**config.mk**
```make
export PLATFORM = sky130hd
export DESIGN_NAME = unidade_controle_multiciclo
export DESIGN_NICKNAME = d
export VERILOG_FILES = /design/src/rtl/unidade_controle_multiciclo.sv
export SDC_FILE = /design/constraint.sdc
export NUM_CORES = 1
export LEC_CHECK = 0
export CAP_MARGIN = 20
export CORE_UTILIZATION = 32
export DETAILED_ROUTE_END_ITERATION = 7
export PLACE_DENSITY_LB_ADDON = 0.12
export SYNTH_ARGS = -nofsm -noshare
export SYNTH_HDL_FRONTEND = slang
export SYNTH_SLANG_ARGS = --single-unit
```
**constraint.sdc**
```tcl
create_clock -name ck -period 2.2 [get_ports ck]
set_input_delay 0.55 -clock ck [delete_from_list [all_inputs] [get_ports ck]]
set_output_delay 0.55 -clock ck [all_outputs]
set_load 0.01 [all_outputs]
```
**src/rtl/unidade_controle_multiciclo.sv**
```systemverilog
// Multicycle MIPS main control FSM plus ALU decoder.
// Moore outputs are decoded from the state register; PCEn and ALUControl also use Zero and Funct.
module unidade_controle_multiciclo #(
   parameter int SUPPORT_J   = 1,
   parameter int SUPPORT_SLT = 1
) (
   input  logic       ck,
   input  logic       reset_uc,
   input  logic [5:0] Op,
   input  logic [5:0] Funct,
   input  logic       Zero,
   output logic       IorD,
   output logic       MemWrite,
   output logic       IRWrite,
   output logic       RegDst,
   output logic       MemtoReg,
   output logic       RegWrite,
   output logic       ALUSrcA,
   output logic [1:0] ALUSrcB,
   output logic [1:0] PCSrc,
   output logic [2:0] ALUControl,
   output logic       PCEn,
   output logic       op_invalido,
   output logic [3:0] estado
);

   typedef enum logic [3:0] {
      FETCH    = 4'd0,
      DECODE   = 4'd1,
      MEMADR   = 4'd2,
      MEMREAD  = 4'd3,
      MEMWB    = 4'd4,
      MEMWRITE = 4'd5,
      EXECUTE  = 4'd6,
      ALUWB    = 4'd7,
      BRANCH   = 4'd8,
      ADDIEX   = 4'd9,
      ADDIWB   = 4'd10,
      JUMP     = 4'd11
   } state_t;

   localparam logic [5:0] OP_RTYPE = 6'b000000;
   localparam logic [5:0] OP_J     = 6'b000010;
   localparam logic [5:0] OP_BEQ   = 6'b000100;
   localparam logic [5:0] OP_ADDI  = 6'b001000;
   localparam logic [5:0] OP_LW    = 6'b100011;
   localparam logic [5:0] OP_SW    = 6'b101011;

   localparam logic [5:0] F_ADD = 6'b100000;
   localparam logic [5:0] F_SUB = 6'b100010;
   localparam logic [5:0] F_AND = 6'b100100;
   localparam logic [5:0] F_OR  = 6'b100101;
   localparam logic [5:0] F_SLT = 6'b101010;

   localparam logic [2:0] ALU_ADD = 3'b010;
   localparam logic [2:0] ALU_SUB = 3'b110;
   localparam logic [2:0] ALU_AND = 3'b000;
   localparam logic [2:0] ALU_OR  = 3'b001;
   localparam logic [2:0] ALU_SLT = 3'b111;

   state_t     state;
   state_t     next_state;
   state_t     out_state;
   logic [1:0] alu_op;
   logic       pc_write;
   logic       branch;
   logic       op_valido;

   assign op_valido = (Op == OP_LW) || (Op == OP_SW) || (Op == OP_RTYPE) ||
                      (Op == OP_BEQ) || (Op == OP_ADDI) ||
                      ((Op == OP_J) && (SUPPORT_J != 0));

   assign estado = state;

   always_ff @(posedge ck) begin
      if (!reset_uc)
         state <= FETCH;
      else
         state <= next_state;
   end

   // While reset is held the outputs show FETCH, with every side-effecting strobe gated off
   always_comb begin
      next_state  = FETCH;
      out_state   = reset_uc ? state : FETCH;
      IorD        = 1'b0;
      MemWrite    = 1'b0;
      IRWrite     = 1'b0;
      RegDst      = 1'b0;
      MemtoReg    = 1'b0;
      RegWrite    = 1'b0;
      ALUSrcA     = 1'b0;
      ALUSrcB     = 2'b00;
      PCSrc       = 2'b00;
      PCEn        = 1'b0;
      op_invalido = 1'b0;
      alu_op      = 2'b00;
      pc_write    = 1'b0;
      branch      = 1'b0;

      case (state)
         FETCH:    next_state = DECODE;
         DECODE: begin
            case (Op)
               OP_LW, OP_SW: next_state = MEMADR;
               OP_RTYPE:     next_state = EXECUTE;
               OP_BEQ:       next_state = BRANCH;
               OP_ADDI:      next_state = ADDIEX;
               OP_J:         next_state = (SUPPORT_J != 0) ? JUMP : FETCH;
               default:      next_state = FETCH;
            endcase
         end
         MEMADR:   next_state = (Op == OP_SW) ? MEMWRITE : MEMREAD;
         MEMREAD:  next_state = MEMWB;
         EXECUTE:  next_state = ALUWB;
         ADDIEX:   next_state = ADDIWB;
         default:  next_state = FETCH;
      endcase

      case (out_state)
         FETCH: begin
            IRWrite  = 1'b1;
            ALUSrcB  = 2'b01;
            pc_write = 1'b1;
         end
         DECODE: begin
            ALUSrcB     = 2'b11;
            op_invalido = !op_valido;
         end
         MEMADR: begin
            ALUSrcA = 1'b1;
            ALUSrcB = 2'b10;
         end
         MEMREAD:  IorD = 1'b1;
         MEMWB: begin
            MemtoReg = 1'b1;
            RegWrite = 1'b1;
         end
         MEMWRITE: begin
            IorD     = 1'b1;
            MemWrite = 1'b1;
         end
         EXECUTE: begin
            ALUSrcA = 1'b1;
            alu_op  = 2'b10;
         end
         ALUWB: begin
            RegDst   = 1'b1;
            RegWrite = 1'b1;
         end
         BRANCH: begin
            ALUSrcA = 1'b1;
            alu_op  = 2'b01;
            PCSrc   = 2'b01;
            branch  = 1'b1;
         end
         ADDIEX: begin
            ALUSrcA = 1'b1;
            ALUSrcB = 2'b10;
         end
         ADDIWB:   RegWrite = 1'b1;
         JUMP: begin
            PCSrc    = 2'b10;
            pc_write = 1'b1;
         end
         default: ;
      endcase

      PCEn = pc_write | (branch & Zero);

      if (!reset_uc) begin
         IRWrite     = 1'b0;
         PCEn        = 1'b0;
         RegWrite    = 1'b0;
         MemWrite    = 1'b0;
         op_invalido = 1'b0;
      end
   end

   // ALUOp 11 is never produced here but still maps to add
   always_comb begin
      ALUControl = ALU_ADD;
      case (alu_op)
         2'b01: ALUControl = ALU_SUB;
         2'b10: begin
            case (Funct)
               F_ADD:   ALUControl = ALU_ADD;
               F_SUB:   ALUControl = ALU_SUB;
               F_AND:   ALUControl = ALU_AND;
               F_OR:    ALUControl = ALU_OR;
               F_SLT:   ALUControl = (SUPPORT_SLT != 0) ? ALU_SLT : ALU_ADD;
               default: ALUControl = ALU_ADD;
            endcase
         end
         default: ALUControl = ALU_ADD;
      endcase
   end

endmodule

```
==> key figures <==
Status
  • Status: finished with violations
  • Failing checks: DRC, setup timing

Timing
  • Final hold violations: 0
  • RSZ-0062 raised after global routing: yes
  • Fmax: 0.414 GHz
  • Setup TNS: -0.433 ns
  • Worst-Margin Slew: 0.305 ns
  • Final setup viols: 3
  • Count of final max-slew check failures: 0
  • Final Skew: 0.0116 ns
  • Max_slew headroom: 79.5%
  • WHS: 0.767 ns
  • Final worst-path cycle share: 110%
  • Fin crit period: 2.41 ns
  • Worst Slack Setup Final: -0.214 ns

GRT
  • GR Overflow Total: 0
  • Largest net degree at the start of global routing: 13
  • Initial antenna violation count: 0
  • All-Layer GR Usage: 33.8%
  • First-pass GRT wire length: 4890 um
  • Vias in the first global route: 1092

Pwr
  • P_sw: 0.107 mW
  • Peak supply drop: 0.000241 V
  • Tot Pwr: 0.326 mW
  • Sequential share of power: 23.4%
  • Leak: 0.700 nW
  • Cell internal pwr: 0.219 mW
  • Cell Pwr Density: 234 nW/um^2
  • Gate power share: 46.0%
  • Sw Ratio: 32.9%
  • Clock power frac: 30.6%

Drt
  • DR top layer: met4
  • Post-route ant nets: 0
  • WL met1: 1200 um
  • Routed length on met2: 1610 um
  • Post-DR vias/cell: 5.78
  • Initial DRC Count: 30
  • First-pass DRT Iterations: 6
  • Total Wirelength: 3100 um
  • WL met3: 167 um
  • WL per Instance: 17.2 um
  • Drt drc: 2
  • Vias post-DR: 1040

Clock network
  • Clock sink count: 4
  • CTS H-Tree Depth: 1
  • CTS Buf Count: 3
  • CTS tree: yes
  • Clock latency on the worst-skew pair: 0.24 ns
  • CTS max path bufs: 2
  • Post-cts hold buffer count: 0
  • Clock-pin slew on the worst setup and hold paths: 0.05 ns
  • Clk root buf: clkbuf_4

Logic synthesis
  • Area leader, netlist: dfxtp_1
  • Multiplexer share of the synthesized area: 0%
  • Mapped cell area: 568 um^2
  • Synth Area in XOR/XNOR: 4.63%
  • Post-synthesis cell count: 83
  • Flops & latches, synth: 4
  • Synth top area share: 14.1%
  • Seq/Total Area, Yosys: 14.1%
  • Main area contributors after synthesis: dfxtp_1 14%, nor3_1 7.0%, ha_1 6.6%
  • Syn_nets: 101
  • Synth warn: 0
  • Post-synthesis adder-cell area fraction: 6.61%
  • Synth Area in Simple Gates: 42.5%
  • Main combinational cell family by area after synthesis: simple AND/OR/NAND/NOR gates
  • Post-synth cell types: 34
  • Syn Area/Cell: 6.84 um^2
  • Compound-Gate Fraction of Synth Area: 24.2%

Min path
  • Hold Crit Class: flip-flop to flip-flop
  • Worst Hold Depth: 4
  • Hold_sp: estado[1]
  • Endpoint, Worst Hold: estado[0]

Die
  • Core area: 1580 um^2
  • Die area: 1950 um^2
  • Die height: 44.1 um
  • Starting Density: 36.0%
  • Num rows: 14
  • Die width: 44.1 um
  • Top Ports: 35

Setup path
  • Arrival @ worst endpoint: 1.86 ns
  • Crit start category: flip-flop
  • Top delay family on crit path: simple AND/OR/NAND/NOR gates
  • FF-to-FF path depth: 12
  • Crit path capture type: output port
  • WP data required: 1.65 ns
  • RR Startpoint: estado[0]
  • R2r endpoint: estado[1]
  • Critical Path Fanout Max: 3
  • Crit-path slowest cell: dfxtp_2
  • Reg-to-reg setup timing slack: 0.11 ns
  • Crit Path Category: flip-flop to output port
  • Worst path bufs/invs: 2
  • Crit-path cells: nand3b_1, or2_4, inv_2, ha_4, nor4bb_4, nand3_1, o21ai_1, buf_2
  • Worst path max stage delay: 0.32 ns

Final layout
  • Area Overhead vs Synth: 145%
  • Nets@finish: 184
  • Largest register FFs: 4
  • Final core occ: 88.3%
  • Antenna cells: 0
  • Layout cells sized above 1: 51.2%

Flow run
  • Max Cap Viol: 0

Place
  • Port bufs: 34
  • Gpl congestion: 0.867
  • Post-DP HPWL: 1580 um
timing repair:
item                       CTS  global route
buffers inserted            22             6
setup endpoints to repair   16            12
pin swaps                   12            10
resized for setup           69            24
cell type report:
class,instances,area [um^2]
Inverter,5,21.3
Sequential cell,4,86.3
Tap cell,16,20.0
Fill cell,78,184
Multi-Input combinational cell,70,556
Clock buffer,3,22.5
Timing Repair Buffer,82,687
power groups by stage:
stage | Sequential (mW) | Combinational (mW) | Clock (mW)
detailed placement | 0.0773 | 0.121 | 0
floorplan | 0.0795 | 0.0416 | 0
global placement | 0.0773 | 0.118 | 0
CTS | 0.0771 | 0.131 | 0.0901
global route | 0.0765 | 0.159 | 0.101
finish | 0.0764 | 0.150 | 0.0998
Yosys cell counts:
master	count
nand3_1	4
nor4_1	1
nand3b_1	1
o211ai_1	3
o2111ai_1	1
xor2_1	2
o32ai_1	1
a41oi_1	1
nand2_1	6
a211o_1	2
nor3_1	8
ha_1	3
nor2_1	5
buf_2	3
o21ai_0	4
o21ai_1	1
and4b_1	1
buf_6	1
a31oi_1	1
nor4bb_1	1
o31ai_1	1
xnor2_1	1
and3_1	4
or2_2	2
inv_1	5
a21oi_1	5
nor3b_1	1
nor2b_1	4
or3b_1	1
and2_1	2
a21boi_1	1
nand2b_1	1
nor4b_1	1
dfxtp_1	4
kinds of logic after synthesis:
kind of cell               after synthesis
and+or+nand+nor                         43
AOI/OAI and AO/OA                       21
buffers and inverters                    9
DFF                                      4
xor gates and xnor gates                 3
adders and majority gates                3
how the worst max path moves through the flow:
stage | slack, ns | to | from | depth (start not counted)
final | -0.21 | ALUControl[0] | estado[0] | 8
after global routing | -0.24 | ALUControl[2] | estado[0] | 8
after CTS | -0.07 | ALUControl[0] | reset_uc | 9
after detailed placement | -1.01 | ALUControl[2] | reset_uc | 9
after global placement | -0.95 | ALUControl[2] | reset_uc | 9
after floorplan | 0.004 | ALUControl[2] | estado[0] | 8
through the flow:
| step | setup WS [ns] | cell area (um^2) | std cells |
|---|---|---|---|
| 2_1_floorplan | 0.00373 | 592 | 83 |
| 5_1_grt | -0.243 | 1390 | 180 |
| 4_1_cts | -0.0734 | 1360 | 181 |
| 3_3_place_gp | -0.950 | 1120 | 156 |
| 6_report | -0.214 | 1390 | 180 |
| 3_5_place_dp | -1.01 | 1120 | 156 |
routing by layer:
metal	global-route usage (%)	vias to the layer above
li1	-	475
met3	4.49	13
met5	0	-
met4	19.4	0
met2	60.0	53
met1	38.2	499
worst min-delay path, delay by kind of cell (launching register included):
| family | cells | cell delay [ns] |
|---|---|---|
| DFF | 1 | 0.38 |
| buffers and inverters | 1 | 0.12 |
| and+or+nand+nor | 2 | 0.14 |
| AOI/OAI and AO/OA | 1 | 0.08 |
placed cells by master, fill, tap and decap left out, types with 2 or more instances in the layout:
cell type,n
a211o_1,2
a21oi_1,4
and2_1,2
and3_1,3
buf_2,5
buf_4,42
buf_6,6
clkbuf_2,4
clkbuf_4,3
clkdlybuf4s50_1,9
dfxtp_2,2
dlygate4sd2_1,8
dlymetal6s2s_1,5
ha_4,2
inv_1,3
nand2_1,6
nand3_1,3
nor2_1,4
nor2b_1,2
nor2b_4,2
nor3_1,7
o211ai_1,3
o21ai_1,4
xor2_1,2
Power figures use the tool's default switching activity.
